$ cat config.mk
export PLATFORM = sky130hd
export DESIGN_NAME = fetch_ctrl
export DESIGN_NICKNAME = d
export VERILOG_FILES = /design/src/rtl/fetch_ctrl.sv
export SDC_FILE = /design/constraint.sdc
export NUM_CORES = 1
export LEC_CHECK = 0
export ABC_AREA = 1
export BUFFER_PORTS_ARGS = -buffer_cell sky130_fd_sc_hd__buf_4
export CORE_MARGIN = 2
export CORE_UTILIZATION = 42
export CTS_CLUSTER_DIAMETER = 30
export DETAILED_ROUTE_END_ITERATION = 10
export GPL_TIMING_DRIVEN = 0
export PLACE_DENSITY = 0.77
export RECOVER_POWER = 100
export SYNTH_ARGS = -nofsm -noshare
export SYNTH_HDL_FRONTEND = slang
export SYNTH_SLANG_ARGS = --single-unit
$ cat constraint.sdc
create_clock -name clock -period 1.4 [get_ports clock]
set_input_delay 0.07 -clock clock [delete_from_list [all_inputs] [get_ports clock]]
set_output_delay 0.07 -clock clock [all_outputs]
set_load 0.1 [all_outputs]
$ cat src/rtl/fetch_ctrl.sv
// fetch_ctrl: owns the program counter, drives the pc_mux select and
// sequences single-outstanding instruction fetches into a one-entry
// output buffer toward decode.
//
// state   | meaning
// --------+--------------------------------------------------------
// ST_BOOT | first cycle after reset, PC held, no request
// ST_REQ  | request may issue to imem
// ST_WAIT | one request outstanding, waiting for its response
module fetch_ctrl #(
    parameter logic [31:0] RESET_PC = 32'h0000_0000
) (
    input  logic        clock,
    input  logic        reset,
    input  logic [31:0] io_to_pc,
    output logic [31:0] io_pc,
    output logic [31:0] io_pc_4,
    output logic [3:0]  io_pc_sel,
    input  logic        io_jmp_br_valid,
    input  logic        io_stall,
    output logic        io_imem_req_valid,
    input  logic        io_imem_req_ready,
    output logic [31:0] io_imem_req_addr,
    input  logic        io_imem_resp_valid,
    input  logic [31:0] io_imem_resp_data,
    output logic        io_inst_valid,
    input  logic        io_inst_ready,
    output logic [31:0] io_inst,
    output logic [31:0] io_inst_pc,
    output logic        io_misaligned
);

    typedef enum logic [1:0] {
        ST_BOOT = 2'd0,
        ST_REQ  = 2'd1,
        ST_WAIT = 2'd2
    } state_t;

    state_t      state_q, state_d;
    logic [31:0] pc_q, pc_d;
    logic        kill_q, kill_d;
    logic        inst_valid_q, inst_valid_d;
    logic [31:0] inst_q, inst_d;
    logic [31:0] inst_pc_q, inst_pc_d;
    logic        misaligned_q, misaligned_d;

    logic        redirect;
    logic        capture;
    logic        req_valid;
    logic [3:0]  pc_sel;

    // State and datapath registers; everything returns to reset values at once.
    always_ff @(posedge clock or negedge reset) begin
        if (!reset) begin
            state_q      <= ST_BOOT;
            pc_q         <= RESET_PC;
            kill_q       <= 1'b0;
            inst_valid_q <= 1'b0;
            inst_q       <= 32'h0;
            inst_pc_q    <= 32'h0;
            misaligned_q <= 1'b0;
        end else begin
            state_q      <= state_d;
            pc_q         <= pc_d;
            kill_q       <= kill_d;
            inst_valid_q <= inst_valid_d;
            inst_q       <= inst_d;
            inst_pc_q    <= inst_pc_d;
            misaligned_q <= misaligned_d;
        end
    end

    // Next-state, mux select, request handshake and buffer update.
    always_comb begin
        state_d      = state_q;
        pc_d         = pc_q;
        kill_d       = kill_q;
        inst_valid_d = inst_valid_q;
        inst_d       = inst_q;
        inst_pc_d    = inst_pc_q;
        misaligned_d = 1'b0;
        req_valid    = 1'b0;
        pc_sel       = 4'd1;

        // A redirect outranks a capture: a response that lands together
        // with a redirect belongs to the old path and is dropped.
        redirect = io_jmp_br_valid && (state_q != ST_BOOT);
        capture  = (state_q == ST_WAIT) && io_imem_resp_valid && !kill_q && !redirect;

        case (state_q)
            ST_BOOT: begin
                state_d = ST_REQ;
            end
            ST_REQ: begin
                req_valid = !io_stall && (!inst_valid_q || io_inst_ready);
                if (req_valid && io_imem_req_ready) begin
                    state_d = ST_WAIT;
                    kill_d  = redirect;
                end
            end
            ST_WAIT: begin
                if (io_imem_resp_valid) begin
                    state_d = ST_REQ;
                    kill_d  = 1'b0;
                end else if (redirect) begin
                    kill_d = 1'b1;
                end
            end
            default: begin
                state_d = ST_BOOT;
            end
        endcase

        if (state_q == ST_BOOT) begin
            pc_sel = 4'd1;
        end else if (redirect) begin
            pc_sel = 4'd2;
        end else if (capture) begin
            pc_sel = 4'd0;
        end

        if (state_q != ST_BOOT) begin
            pc_d = redirect ? {io_to_pc[31:2], 2'b00} : io_to_pc;
        end

        if (capture) begin
            inst_valid_d = 1'b1;
            inst_d       = io_imem_resp_data;
            inst_pc_d    = pc_q;
        end else if (redirect || io_inst_ready) begin
            inst_valid_d = 1'b0;
        end

        misaligned_d = redirect && (io_to_pc[1:0] != 2'b00);
    end

    assign io_pc             = pc_q;
    assign io_pc_4           = pc_q + 32'd4;
    assign io_pc_sel         = pc_sel;
    assign io_imem_req_valid = req_valid;
    assign io_imem_req_addr  = pc_q;
    assign io_inst_valid     = inst_valid_q;
    assign io_inst           = inst_q;
    assign io_inst_pc        = inst_pc_q;
    assign io_misaligned     = misaligned_q;

endmodule

==> impl_metrics.env, run 1 <==
export IMPL_placedInstanceArea_um2=7510
export IMPL_overflow=414
export IMPL_syn_area_per_cell_um2=7.82
export IMPL_syn_area_um2=4950
export IMPL_row_count=39
export IMPL_port_buffers=235
export IMPL_synth_main_ff_cell="dfrtp_1"
export IMPL_cts_buffers_inserted=9
export IMPL_worst_ep_kind="top-level output"
export IMPL_synth_seq_area_share_pct=51.0
export IMPL_grt_max_degree=102
export IMPL_io_pins=238
export IMPL_error="[ERROR GRT-0232] Routing congestion too high. Check the congestion heatmap in the GUI."
export IMPL_yosys_warnings=0
export IMPL_grt_total_usage_pct=86.9
export IMPL_cts_max_level=3
export IMPL_dieWidth_um=113
export IMPL_cts_root_buf="clkbuf_16"
export IMPL_hpwl_um=12600
export IMPL_worst_endpoint="io_pc_4[19]"
export IMPL_stop_stage="5_1_grt"
export IMPL_synth_cell_types=24
export IMPL_synth_edf_count=0
export IMPL_die_y_um=113
export IMPL_outcome="aborted with a tool error"
export IMPL_clk_path_buf_depth=2
export IMPL_synth_seq_cells=101
export IMPL_syn_inst=633
export IMPL_async_flop_share_pct=100
export IMPL_cts_sinks=101
export IMPL_start_util_pct=43.2
export IMPL_gp_congestion=0.911
==> cell families after synthesis <==
family / share of synthesized area (%)
and+or+nand+nor: 29.3
DFF: 51.0
other: 0.0757
xor gates and xnor gates: 2.65
buffers and inverters: 11.0
adders and majority gates: 0.253
AOI/OAI and AO/OA: 5.68
==> per-layer routing <==
| layer | GRT usage [%] | overflow |
|---|---|---|
| met1 | 82.5 | 4 |
| met4 | 96.6 | 125 |
| met2 | 107 | 278 |
| met5 | 12.2 | 0 |
| met3 | 69.6 | 7 |
==> timing repair <==
item,4_1_cts
endpoints found under the setup margin,129
cloned,11
pin swaps,25
hold buffers,64
resized for setup,317
buffers inserted,54
hold endpoints to repair,65
==> synthesized netlist by cell type (2+ instances only) <==
| cell type | number | share of area [%] |
|---|---|---|
| buf_2 | 13 | 1.3 |
| nor2_1 | 48 | 3.6 |
| xor2_1 | 15 | 2.7 |
| nor2_2 | 3 | 0.38 |
| nand3b_1 | 2 | 0.30 |
| nand3_1 | 58 | 5.9 |
| buf_6 | 2 | 0.45 |
| o21ai_1 | 19 | 1.9 |
| inv_1 | 38 | 2.9 |
| nand2_1 | 245 | 19 |
| dfrtp_1 | 101 | 51 |
| clkbuf_1 | 8 | 0.61 |
| inv_2 | 2 | 0.15 |
| buf_4 | 36 | 5.5 |
| o21ai_0 | 34 | 3.4 |
==> metrics by stage <==
step	setup TNS, ns	setup WS [ns]	std cells
after global placement	-24.49	-0.765	1012
after detailed placement	-28.86	-0.794	1012
after floorplan	-20.36	-1.04	634
after CTS	-16.93	-0.509	1157
==> run 2: changes to the inputs <==
--- a/config.mk
+++ b/config.mk
@@ -8,11 +8,10 @@
 export ABC_AREA = 1
 export BUFFER_PORTS_ARGS = -buffer_cell sky130_fd_sc_hd__buf_4
 export CORE_MARGIN = 2
-export CORE_UTILIZATION = 42
-export CTS_CLUSTER_DIAMETER = 30
+export CORE_UTILIZATION = 40
 export DETAILED_ROUTE_END_ITERATION = 10
 export GPL_TIMING_DRIVEN = 0
-export PLACE_DENSITY = 0.77
+export PLACE_DENSITY_LB_ADDON = 0.15
 export RECOVER_POWER = 100
 export SYNTH_ARGS = -nofsm -noshare
 export SYNTH_HDL_FRONTEND = slang
==> constraint.sdc (replaced) <==
create_clock -name clock -period 1.8 [get_ports clock]
set_input_delay 0.09 -clock clock [delete_from_list [all_inputs] [get_ports clock]]
set_output_delay 0.09 -clock clock [all_outputs]
set_load 0.1 [all_outputs]
==> run 2 against run 1 <==
- synthesized area is the same
- the flow now finishes, with violations (negative setup slack)
- synthesized cell count is the same
==> impl_metrics.env, run 2 <==
export IMPL_cts_max_level=3
export IMPL_outcome="finished with violations"
export IMPL_cp_max_fo=5
export IMPL_wire_per_inst_um=16.1
export IMPL_cts_sinks=101
export IMPL_row_count=40
export IMPL_worst_pin_slew_ns=1.39
export IMPL_die_area_um2=13300
export IMPL_yosys_warnings=0
export IMPL_cts_tree="done"
export IMPL_setup_violations=24
export IMPL_place_ws_ns=-0.355
export IMPL_vias=5558
export IMPL_worstPathRequired_ns=1.71
export IMPL_critPathSlowestCell="dfrtp_2"
export IMPL_coreArea_um2=12100
export IMPL_final_util_pct=74.4
export IMPL_setup_worst_path_start_class="register"
export IMPL_fmax_mhz=514
export IMPL_arrival_ns=1.86
export IMPL_hold_path_class="in -> reg"
export IMPL_clk_path_buf_depth=2
export IMPL_slowest_delay_ns=0.41
export IMPL_overflow=0
export IMPL_area_delta_synth_final_pct=81.3
export IMPL_path_cells="nand2_2 > nor2_1 > nand2_2 > nor2_4 > buf_12 > xor2_4 > buf_12"
export IMPL_synth_seq_cells=101
export IMPL_cts_root_buf="clkbuf_16"
export IMPL_power_density_nw_per_um2=1580
export IMPL_grt_max_degree=102
export IMPL_clkLatencyLatePin_ns=0.35
export IMPL_ant_nets=0
export IMPL_nNetsFinal=1050
export IMPL_rsz0062_at_grt="true"
export IMPL_timing_final_ws_setup_ns=-0.145
export IMPL_synth_main_ff_cell="dfrtp_1"
export IMPL_design_area_um2=8980
export IMPL_fin_crit_sh_pct=108
export IMPL_crit_path_end_kind="output pin"
export IMPL_synthTopCellsByCount="nand2_1 (245), dfrtp_1 (101), nand3_1 (58)"
export IMPL_grt_antenna_before_repair=0
export IMPL_grt_pass1_wl_um=28500
export IMPL_drcViolationCount=0
export IMPL_fin_hold_ws_ns=0.0117
export IMPL_p_leak_nw=4.53
export IMPL_wl_um=18500
export IMPL_cpLargestDelayFamily="simple AND/OR/NAND/NOR gates"
export IMPL_placedInstanceArea_um2=7490
export IMPL_io_pins=238
export IMPL_drv_slew=0
export IMPL_syn_inst=633
export IMPL_synth_edf_count=0
export IMPL_crit_type="reg -> out"
export IMPL_antenna_cells=0
export IMPL_drive_gt1_share_pct=48.2
export IMPL_yosys_area_top_type="dfrtp_1"
export IMPL_ir_worst_vdd_mv=1.18
export IMPL_synth_area_leaders="dfrtp_1 (51%), nand2_1 (19%), nand3_1 (5.9%)"
export IMPL_place_inst=1037
export IMPL_clkSlewWorstSetupHoldPaths_ns=0.07
export IMPL_port_buffers=235
export IMPL_yosys_cell_count_top_type="nand2_1"
export IMPL_path_buf_inv=2
export IMPL_final_common_cell="nand2_1"
export IMPL_synth_seq_area_share_pct=51.0
export IMPL_drt_initial_drc_count=338
export IMPL_final_cells=1151
export IMPL_skew_ns=0.00886
export IMPL_synth_cell_types=24
export IMPL_synth_top_cell_area_share_pct=51.0
export IMPL_slew_headroom_pct=7.63
export IMPL_grt_total_usage_pct=28.0
export IMPL_syn_area_um2=4950
export IMPL_start_util_pct=41.1
export IMPL_final_hold_violation_count=0
export IMPL_fillers=922
export IMPL_gp_congestion=0.931
export IMPL_dieWidth_um=115
export IMPL_hpwl_um=12500
export IMPL_cts_buffers_inserted=9
export IMPL_firstDrtPassIters=5
export IMPL_drv_cap=0
export IMPL_die_y_um=115
export IMPL_violations="negative setup slack"
export IMPL_vias_per_cell=4.83
export IMPL_min_period_ns=1.95
export IMPL_grt_pass1_vias=5426
export IMPL_async_flop_share_pct=100
export IMPL_final_cell_mix="nand2_1 (206), clkbuf_2 (140), buf_4 (133)"
export IMPL_syn_area_per_cell_um2=7.82
## run 2: area by class of cell
cell class              instances  area [um^2]  area share, %
plain buffers                  59          395           4.40
clock buffers                  11          243           2.70
clock inverters                 5         58.8          0.655
inverters                      40          159           1.77
multi-input cells             433         2610           29.1
flip-flops and latches        101         2590           28.8
well taps                     168          210           2.34
repair buffers                334         2710           30.2
## run 2: where the power goes
group	leakage, nW	internal (mW)	switching, mW
clock network	0.147	1.12	0.909
logic	3.12	1.69	7.20
registers	1.27	2.84	0.453
total	4.53	5.66	8.56
## run 2: logic make-up after synthesis
kind of cell,count (synthesis),share of synthesized area (%)
adder cells (fa/ha/maj),1,0.253
other,1,0.0757
XOR/XNOR,15,2.65
flip-flops,101,51.0
AND/OR/NAND/NOR,360,29.3
AO/OA/AOI/OAI,55,5.68
buffers and inverters,100,11.0
## run 2: worst reg2reg max path, stage by stage, from the launching register on
cell and delay [ns]:
dfrtp_2 0.41, nor2_1 0.17, nand2_1 0.08, nor2_2 0.26, nand2_2 0.23, clkbuf_2 0.29, o21ai_1 0.21
## run 2: stage by stage
step	power, mW	setup TNS, ns
after floorplan	10.1	-9.59
after global placement	11.9	-2.64
after detailed placement	12.0	-3.40
after CTS	14.6	-1.84
after global routing	14.7	-9.51
final	14.2	-1.72
## run 2: worst paths after layout
kind                            cells after the start                    to                  start  slack, ns
worst max register to register                      6        io_inst_pc[22]             state_q[0]       0.06
worst max-delay path                                7           io_pc_4[15]   io_imem_req_addr[10]      -0.15
worst min register to register                      2            io_inst[7]             io_inst[7]       0.47
worst min-delay path                                3           io_inst[24]  io_imem_resp_data[24]       0.01
min in group asynchronous                           2  io_imem_req_addr[19]                  reset       0.59
max in group asynchronous                           3   io_imem_req_addr[3]                  reset       0.15
## run 2: what timing repair did
action	CTS	global route
pin swaps	19	12
buffers inserted	27	9
resized for setup	136	30
hold buffers	61	1
endpoints found under the hold margin	61	32
endpoints found under the setup margin	38	50
## run 2: layer usage
| metal | vias up | share of wire [%] | track usage (%) | routed length (um) |
|---|---|---|---|---|
| li1 | 2624 | - | - | - |
| met5 | - | 0 | 0 | 0 |
| met1 | 2666 | 38 | 33.8 | 7120 |
| met4 | 0 | 2.1 | 7.63 | 384 |
| met2 | 231 | 53 | 50.4 | 9800 |
| met3 | 37 | 6.6 | 6.27 | 1220 |
(Power assumes the default switching activity.)
